`src/rtl/irrig_pkg.sv`:
```
// Shared types and constants for the irrigation valve scheduler.
package irrig_pkg;

  localparam int unsigned REQ_W = 4;

  localparam int unsigned V_Z1A = 0;
  localparam int unsigned V_Z1B = 1;
  localparam int unsigned V_Z2A = 2;
  localparam int unsigned V_Z2B = 3;

  typedef logic [1:0] sched_state_t;

  localparam sched_state_t IDLE  = 2'd0;
  localparam sched_state_t GRANT = 2'd1;
  localparam sched_state_t GUARD = 2'd2;
  localparam sched_state_t FAULT = 2'd3;

  function automatic int unsigned max_u(input int unsigned a, input int unsigned b);
    return (a > b) ? a : b;
  endfunction

endpackage

```
`src/rtl/irrig_rr_picker.sv`:
```
// Combinational valve selector: first MAX_OPEN requests in round-robin order from ptr.
// IRRIG_ZONE1_PRIORITY_EN scans zone 1 before zone 2, rotating only within each zone.
module irrig_rr_picker
  import irrig_pkg::*;
#(
  parameter int unsigned MAX_OPEN = 2
) (
  input  logic [REQ_W-1:0] req,
  input  logic [1:0]       ptr,
  output logic [REQ_W-1:0] sel,
  output logic [1:0]       last_idx
);

  logic [1:0]  idx;
  int unsigned cnt;

  always_comb begin
    sel      = '0;
    last_idx = ptr;
    idx      = '0;
    cnt      = 0;
    for (int k = 0; k < REQ_W; k++) begin
`ifdef IRRIG_ZONE1_PRIORITY_EN
      // k[1] selects the zone, k[0] flips the starting valve within it.
      idx = {k[1], k[0] ^ ptr[0]};
`else
      idx = ptr + 2'(k);
`endif
      if (req[idx] && (cnt < MAX_OPEN)) begin
        sel[idx] = 1'b1;
        last_idx = idx;
        cnt      = cnt + 1;
      end
    end
  end

endmodule

```
`src/rtl/irrig_valve_scheduler.sv`:
```
// Time-sliced round-robin valve scheduler sharing one pump between two zones.
// Optional IRRIG_ZONE1_PRIORITY_EN: zone 1 requests are served ahead of zone 2.
module irrig_valve_scheduler
  import irrig_pkg::*;
#(
  parameter int unsigned SLOT_CYCLES  = 16,
  parameter int unsigned GUARD_CYCLES = 2,
  parameter int unsigned MAX_OPEN     = 2
) (
  input  logic       clk,
  input  logic       reset,
  input  logic [1:0] G1,
  input  logic [1:0] G2,
  input  logic       level_ok,
  output logic [1:0] R1,
  output logic [1:0] R2,
  output logic       busy,
  output logic       fault
);

  localparam int unsigned TW = $clog2(max_u(SLOT_CYCLES, GUARD_CYCLES) + 1);
  localparam logic [TW-1:0] SLOT_RELOAD  = TW'(SLOT_CYCLES - 1);
  localparam logic [TW-1:0] GUARD_RELOAD = TW'(GUARD_CYCLES - 1);

  sched_state_t     state_q, state_d;
  logic [REQ_W-1:0] grant_q, grant_d;
  logic [1:0]       ptr_q, ptr_d;
  logic [1:0]       next_ptr_q, next_ptr_d;
  logic [TW-1:0]    timer_q, timer_d;

  logic [REQ_W-1:0] req;
  logic [REQ_W-1:0] sel;
  logic [1:0]       last_idx;

  assign req = {G2, G1};

  irrig_rr_picker #(
    .MAX_OPEN(MAX_OPEN)
  ) u_picker (
    .req     (req),
    .ptr     (ptr_q),
    .sel     (sel),
    .last_idx(last_idx)
  );

  always_comb begin
    state_d    = state_q;
    grant_d    = grant_q;
    ptr_d      = ptr_q;
    next_ptr_d = next_ptr_q;
    timer_d    = timer_q;
    case (state_q)
      IDLE: begin
        grant_d = '0;
        if (!level_ok) begin
          state_d = FAULT;
          timer_d = GUARD_RELOAD;
        end else if (req != '0) begin
          state_d = GRANT;
          grant_d = sel;
          timer_d = SLOT_RELOAD;
`ifdef IRRIG_ZONE1_PRIORITY_EN
          next_ptr_d = {1'b0, ~ptr_q[0]};
`else
          next_ptr_d = last_idx + 2'd1;
`endif
        end
      end
      GRANT: begin
        // Every exit path closes all valves and advances the rotation.
        if (!level_ok || ((grant_q & req) == '0) || (timer_q == '0)) begin
          state_d = level_ok ? GUARD : FAULT;
          grant_d = '0;
          timer_d = GUARD_RELOAD;
          ptr_d   = next_ptr_q;
        end else begin
          grant_d = grant_q & req;
          timer_d = timer_q - TW'(1);
        end
      end
      GUARD: begin
        grant_d = '0;
        if (!level_ok) begin
          state_d = FAULT;
          timer_d = GUARD_RELOAD;
        end else if (timer_q == '0) begin
          state_d = IDLE;
        end else begin
          timer_d = timer_q - TW'(1);
        end
      end
      default: begin
        // FAULT: need GUARD_CYCLES consecutive good level samples to recover.
        grant_d = '0;
        if (!level_ok) begin
          timer_d = GUARD_RELOAD;
        end else if (timer_q == '0) begin
          state_d = IDLE;
        end else begin
          timer_d = timer_q - TW'(1);
        end
      end
    endcase
  end

  always_ff @(posedge clk or posedge reset) begin
    if (reset) begin
      state_q    <= IDLE;
      grant_q    <= '0;
      ptr_q      <= '0;
      next_ptr_q <= '0;
      timer_q    <= '0;
    end else begin
      state_q    <= state_d;
      grant_q    <= grant_d;
      ptr_q      <= ptr_d;
      next_ptr_q <= next_ptr_d;
      timer_q    <= timer_d;
    end
  end

  assign R1    = grant_q[V_Z1B:V_Z1A];
  assign R2    = grant_q[V_Z2B:V_Z2A];
  assign busy  = (state_q == GRANT);
  assign fault = (state_q == FAULT);

endmodule
```
`config.mk`:
```
export PLATFORM = sky130hd
export DESIGN_NAME = irrig_valve_scheduler
export DESIGN_NICKNAME = d
export VERILOG_FILES = /design/src/rtl/irrig_pkg.sv /design/src/rtl/irrig_rr_picker.sv /design/src/rtl/irrig_valve_scheduler.sv
export SDC_FILE = /design/constraint.sdc
export NUM_CORES = 1
export LEC_CHECK = 0
export CORE_MARGIN = 1
export CORE_UTILIZATION = 56
export CTS_CLUSTER_DIAMETER = 50
export DETAILED_ROUTE_END_ITERATION = 12
export DONT_BUFFER_PORTS = 1
export PLACE_DENSITY_LB_ADDON = 0.08
export SYNTH_ARGS = -nofsm -noshare
export SYNTH_HDL_FRONTEND = slang
export SYNTH_SLANG_ARGS = --single-unit
```
`constraint.sdc`:
```
create_clock -name clk -period 2.8 [get_ports clk]
set_input_delay 0.28 -clock clk [delete_from_list [all_inputs] [get_ports clk]]
set_output_delay 0.28 -clock clk [all_outputs]
set_load 0.01 [all_outputs]
```
## Word-level counts from Yosys, hierarchy flattened

Cells that the tools add are included.

- Logic and storage cells: 96
- Output and inout port bits: 6
- Bits in registers: 15

- Bitwise operators: 4
- Add/sub/neg operators: 7
- Mux-type cells: 44
- Equality and inequality tests: 6
- $lt $le $gt $ge: 11
- Reduce and logical (&&, ||, !) cells: 19

Operators with widths:

| operator | number |
|---|---|
| 32-bit by 2-bit less-than comparator with 1-bit output, second input constant | 2 |
| 32-bit two-way mux | 2 |
| 32-bit by 1-bit adder with 32-bit output, second input constant | 1 |
| 4-bit two-way mux | 7 |
| 5-bit two-way mux | 5 |
| 2-bit two-way mux | 9 |
| 2-bit by 3-bit less-than comparator with 1-bit output, second input constant | 4 |
| 4-bit OR | 3 |
| 1-bit two-way mux | 10 |
| 5-bit one-hot mux with 2 select lines | 1 |
| 1-bit binary-select mux with 2-bit select | 4 |
| 1-bit demux with 2-bit select | 4 |
| 2-bit by 1-bit >= comparator with 1-bit output, second input constant | 4 |
| 4-bit one-hot mux with 2 select lines | 1 |
| 4-bit nonzero test | 2 |
| 1-bit logical AND | 7 |
| 2-bit one-hot mux with 3 select lines | 1 |
| 3-bit AND reduction | 2 |
| 5-bit zero test | 1 |
| 5-bit by 1-bit subtractor with 5-bit output, second input constant | 1 |
| 2-bit by 1-bit adder with 2-bit output, second input constant | 2 |
| 2-bit adder, second input constant | 2 |
| 4-bit AND | 1 |
| 2-bit == test, second input constant | 2 |
| 11 further kinds | 13 |

## Logic depth before layout (Yosys ltp)

- Word-level depth: 15
- Depth in mapped cells: 13

## Cells and area by module

Synthesis repeated with hierarchy kept, for this count alone.

- Cells, all modules: 132
- Area total of the unflattened synthesis: 1,291.2 µm²

Modules (own cells, without submodules):

| module | times used | area each (µm²) | seq. area each (µm²) | cells each |
|---|---|---|---|---|
| irrig_valve_scheduler | 1 | 817.0 | 375.4 | 80 |
| irrig_rr_picker | 1 | 474.2 | 0.0 | 52 |

## Least setup slack after synthesis

No wires, ideal clock.

- Kind: reg2reg
- From: register ptr_q[1]
- To: register next_ptr_q[1]
- Library setup time: 0.122 ns
- Arrival time: 2.793 ns
- Setup slack: -0.115 ns
- Data required time: 2.678 ns
- Buffers on the path: 2
- Cell stages (with the launch flop): 13
- Period minus slack after synthesis: 2.915 ns
- Cell sequence: dfrtp_1 buf_6 inv_1 ha_1 clkbuf_2 mux4_2 ha_1 nand3b_1 o21ai_0 a32o_1 or4_1 a21oi_1 o21ai_1

- Longest elaborated chain between the ends: 13
- Elaborated cells between the ends (all ways): 26
- Classes of those cells: add/sub (6); order compare (3); mux (14); reduce/logical (3)

Ends and longest elaborated chain:

| what | RTL line | text |
|---|---|---|
| start: declaration | irrig_valve_scheduler.sv:27 | `logic [1:0] ptr_q, ptr_d;` |
| start signal: assignment | irrig_valve_scheduler.sv:116 | `ptr_q <= ptr_d;` |
| 1-bit binary-select mux with 2-bit select | irrig_rr_picker.sv:29 | `if (req[idx] && (cnt < MAX_OPEN)) begin` |
| 1-bit two-way mux (implied by the code) | irrig_rr_picker.sv:29 |  |
| 1-bit two-way mux | irrig_rr_picker.sv:29 |  |
| 1-bit by 2-bit less-than comparator with 1-bit output | irrig_rr_picker.sv:29 |  |
| 1-bit logical AND | irrig_rr_picker.sv:29 |  |
| 32-bit two-way mux | irrig_rr_picker.sv:29 |  |
| 32-bit by 2-bit less-than comparator with 1-bit output | irrig_rr_picker.sv:29 |  |
| 1-bit logical AND | irrig_rr_picker.sv:29 |  |
| 32-bit two-way mux | irrig_rr_picker.sv:29 |  |
| 32-bit by 2-bit less-than comparator with 1-bit output | irrig_rr_picker.sv:29 |  |
| 1-bit logical AND | irrig_rr_picker.sv:29 |  |
| 2-bit two-way mux (*) | irrig_rr_picker.sv:29 |  |
| 2-bit by 1-bit adder with 2-bit output (*) | irrig_valve_scheduler.sv:65 | `next_ptr_d = last_idx + 2'd1;` |
| end signal: assignment | irrig_valve_scheduler.sv:117 | `next_ptr_q <= next_ptr_d;` |
| end: declaration | irrig_valve_scheduler.sv:28 | `logic [1:0] next_ptr_q, next_ptr_d;` |

Mark *: on every way between the ends. The rest lies on a longest branch, timed or not. The select of a mux whose other input is x is not followed.
A chain may end at the register's enable or synchronous reset.

## Worst setup path in the final report

- From: register ptr_q[0]
- To: register next_ptr_q[1]

The elaborated chain is that of the path after synthesis.

==> results.cfg <==
[layout]
final_cells = 173
utilization = 0.6252
final_layout_size_suffix_gt1_frac = 0.1448
layout-area-overhead-vs-synth_pct = 4.789
sequential_cell_area_um2 = 377.9
multiInputGateArea_um2 = 872.1
net_count_final = 165
insertedDiodeCount = 0
fillCellCount = 186
finalInstanceArea_um2 = 1396
most-common-layout-cells = sky130_fd_sc_hd__nand2_1 (13), sky130_fd_sc_hd__dfrtp_1 (13), sky130_fd_sc_hd__a21oi_1 (11), sky130_fd_sc_hd__ha_1 (11)

[flow_run]
timing.max_cap.violations = 0

[yosys]
ys_ff_latch = 15
synth_ff_type = sky130_fd_sc_hd__dfrtp_1
synth_mux_area_frac = 0.1211
ys_async_sr_fraction = 1.000
synth_seq_area_share = 0.2817
synth.cell_area_um2 = 1333
yosys_warnings = 0
yosys.area.top_type = sky130_fd_sc_hd__dfrtp_1
post_synth_and_or_nand_nor_area_fraction = 0.1624
post_synth_xor_area_fraction = 0.01972
netlist-cell-type-count = 43
synth.top_cells.by_area = sky130_fd_sc_hd__dfrtp_1 (28%), sky130_fd_sc_hd__ha_1 (11%), sky130_fd_sc_hd__a21oi_1 (4.1%)
synth.net_count = 161
synth_fa_ha_area_frac = 0.1127
synth_top_family_by_area = compound AO/OA/AOI/OAI gates
share_of_yosys_cell_area_claimed_by_the_top_area_cell_type = 0.2817
synth-compound-area-share = 0.2291
number_of_enable_flip_flop_cells_after_synthesis = 0
post_synth_inst_count = 142
postSynthAreaPerCell_um2 = 9.384

[sta]
minimum_setup_slack_in_the_final_design_ps = 139.9
layout_min_cycle_time_ps = 2660
clock.fmax_mhz = 375.9
grt_setup_unrepaired = no
worst_clock_skew_ps = 3.449
setup_violations_final = 0
post-route-period-util = 0.9500
timing.max_slew.rel_slack = 0.6088
setup_total_negative_slack_ps = 0
report.final.slew_viol_count = 0
timing.final.hold_violations = 0
hold_slack_final_ps = 83.40
worst_pin_slew_ps = 586.1

[setup_path]
crit_path_max_incr_delay_ps = 460
worst-path-buf-inv = 1
worstSetupPathDepth = 10
critical_path_cell_by_cell = inv_1, ha_1, mux4_2, ha_4, nand3b_1, o21ai_0, a32o_1, or4_1, a21oi_1, o21ai_1
worst_r2r_end = next_ptr_q[1]
regToRegStartpoint = ptr_q[0]
worst_ep_required_time_ps = 2980
worst_path_max_delay_cell = sky130_fd_sc_hd__or4_1
critical_path_class = reg -> reg
startpoint_type = register
critical_path_peak_fanout = 8
ff2ff_setup_slack_ps = 140
crit_family = adder cells
endpoint_kind = register
arrival_ps = 2840
ff2ff_path_depth = 10

[clocking]
cts_post_setup_buffers_inserted = 0
max-clock-path-buffers = 2
clock_sink_count = 15
path_clk_slew_ps = 90
post_cts_resize_count = 0
cts.root.buffer_cell = sky130_fd_sc_hd__clkbuf_4
clk-insertion-delay-late_ps = 290
tritoncts = built
cts-buffers-inserted = 3
h-tree-depth = 1

[hold_path]
hp-start = level_ok
min_path_type = in -> reg
hold-path-endpoint = state_q[0]
min_path_cells = 1

[grt]
grtUsageTotal = 0.2610
antenna_found_initial = 0
grt_max_degree = 16
grt_first_pass_wirelength_mm = 4.981
grt_pass1_vias = 1072
global_route.overflow_total = 0

[power_and_ir_drop]
ir_drop_mv = 0.6434
psw_uw = 572.4
power.share.combinational = 0.645
seq_power_share = 0.258
static-leakage-power_nw = 0.5973
internal_power_uw = 740.4
power.clock.fraction = 0.097
power_density_nw_per_um2 = 940.2
switching_share = 0.4360
total_power_mw = 1.313

[drt]
route.antenna.remaining_nets = 0
route.top_layer_used = met4
post_drt_wl_per_cell_um = 16.35
detailroute.wirelength.met2_mm = 1.305
drt_drc_violations_left = 0
routed-wl-met3_um = 121
first_pass_iters = 4
drt_iter0_drc = 24
dr_total_vias = 1112
met1_length_mm = 1.386
wl_mm = 2.828
route.detailed.vias_per_inst = 6.428

[floorplanning]
number_of_placement_rows = 17
die-height_um = 50.78
die_w_um = 50.78
design.portCount = 13
initial_core_util = 0.5966
die_area_um2 = 2579
core_region_area_um2 = 2233

[placed_design]
place_worst_setup_slack_ps = 169.7
buffer_ports.inserted = 0
placedInstanceArea_um2 = 1360
place_hpwl_mm = 2.020
gpl.final_weighted_congestion = 0.8390
place.detailed.instances = 168

[outcome]
run_status = completed
-- sequential cells by signal, summed over array words and instances, names as in the netlist --
signal,count
grant_q,4
ptr_q,2
state_q,2
next_ptr_q,2
timer_q,5
-- how the worst max path moves through the flow --
| stage | startpoint | end | slack, ps |
|---|---|---|---|
| 3_5_place_dp | ptr_q[0] | next_ptr_q[1] | 170 |
| 5_1_grt | ptr_q[0] | next_ptr_q[1] | 3 |
| 2_1_floorplan | ptr_q[1] | next_ptr_q[1] | 40 |
| 4_1_cts | ptr_q[0] | next_ptr_q[1] | 140 |
| 6_report | ptr_q[0] | next_ptr_q[1] | 140 |
| 3_3_place_gp | ptr_q[0] | next_ptr_q[1] | 200 |
-- worst register-to-register path, delay by kind of cell, from the launching register on --
| kind | cells | cell delay [ps] |
|---|---|---|
| AOI/OAI and AO/OA | 4 | 520 |
| adders and majority gates | 2 | 550 |
| buffers and inverters | 1 | 80 |
| DFF | 1 | 450 |
| muxes | 1 | 420 |
| and+or+nand+nor | 2 | 530 |
-- kinds of logic (layout without fill, tap and decap cells) --
kind of cell,count (synthesis),after routing
flops,15,15
xor+xnor,3,3
buf+inv,17,20
compound gates,44,44
mux,10,10
fa+ha+maj,12,12
simple gates,41,41
-- routing by layer --
metal  vias to the layer above  track usage
met3                         2      0.06667
met4                         0      0.05093
met1                       553       0.3581
met5                         -            0
met2                        27       0.4156
li1                        530            -
-- final cells by class --
class / count / share of cell area
flip-flops and latches: 15 / 0.2706
multi-input cells: 110 / 0.6246
clock buffers: 4 / 0.01882
well taps: 28 / 0.02509
repair buffers: 6 / 0.03405
inverters: 10 / 0.02688
-- Yosys cell counts (3+ instances only) --
cell / n
sky130_fd_sc_hd__o21ai_0: 4
sky130_fd_sc_hd__dfrtp_1: 15
sky130_fd_sc_hd__xnor2_1: 3
sky130_fd_sc_hd__mux2i_1: 3
sky130_fd_sc_hd__nor2_1: 9
sky130_fd_sc_hd__inv_1: 10
sky130_fd_sc_hd__mux2_2: 3
sky130_fd_sc_hd__a21oi_1: 11
sky130_fd_sc_hd__ha_1: 12
sky130_fd_sc_hd__o21a_1: 3
sky130_fd_sc_hd__a221oi_1: 4
sky130_fd_sc_hd__o22ai_1: 5
sky130_fd_sc_hd__nand2_1: 13
sky130_fd_sc_hd__a22o_1: 6
-- power groups by stage --
stage | Combinational, mW | Sequential (mW) | Clock (mW)
finish | 0.846 | 0.338 | 0.128
global route | 0.952 | 0.349 | 0.138
CTS | 0.842 | 0.337 | 0.132
detailed placement | 0.835 | 0.342 | 0
global placement | 0.812 | 0.338 | 0
floorplan | 0.687 | 0.339 | 0
-- timing repair --
| item | 4_1_cts | 5_1_grt |
|---|---|---|
| hold endpoints to repair | 15 | 0 |
| endpoints found under the setup margin | 0 | 0 |
| hold buffers | 1 | 0 |
Note: power is estimated with default switching activity, not from simulation.
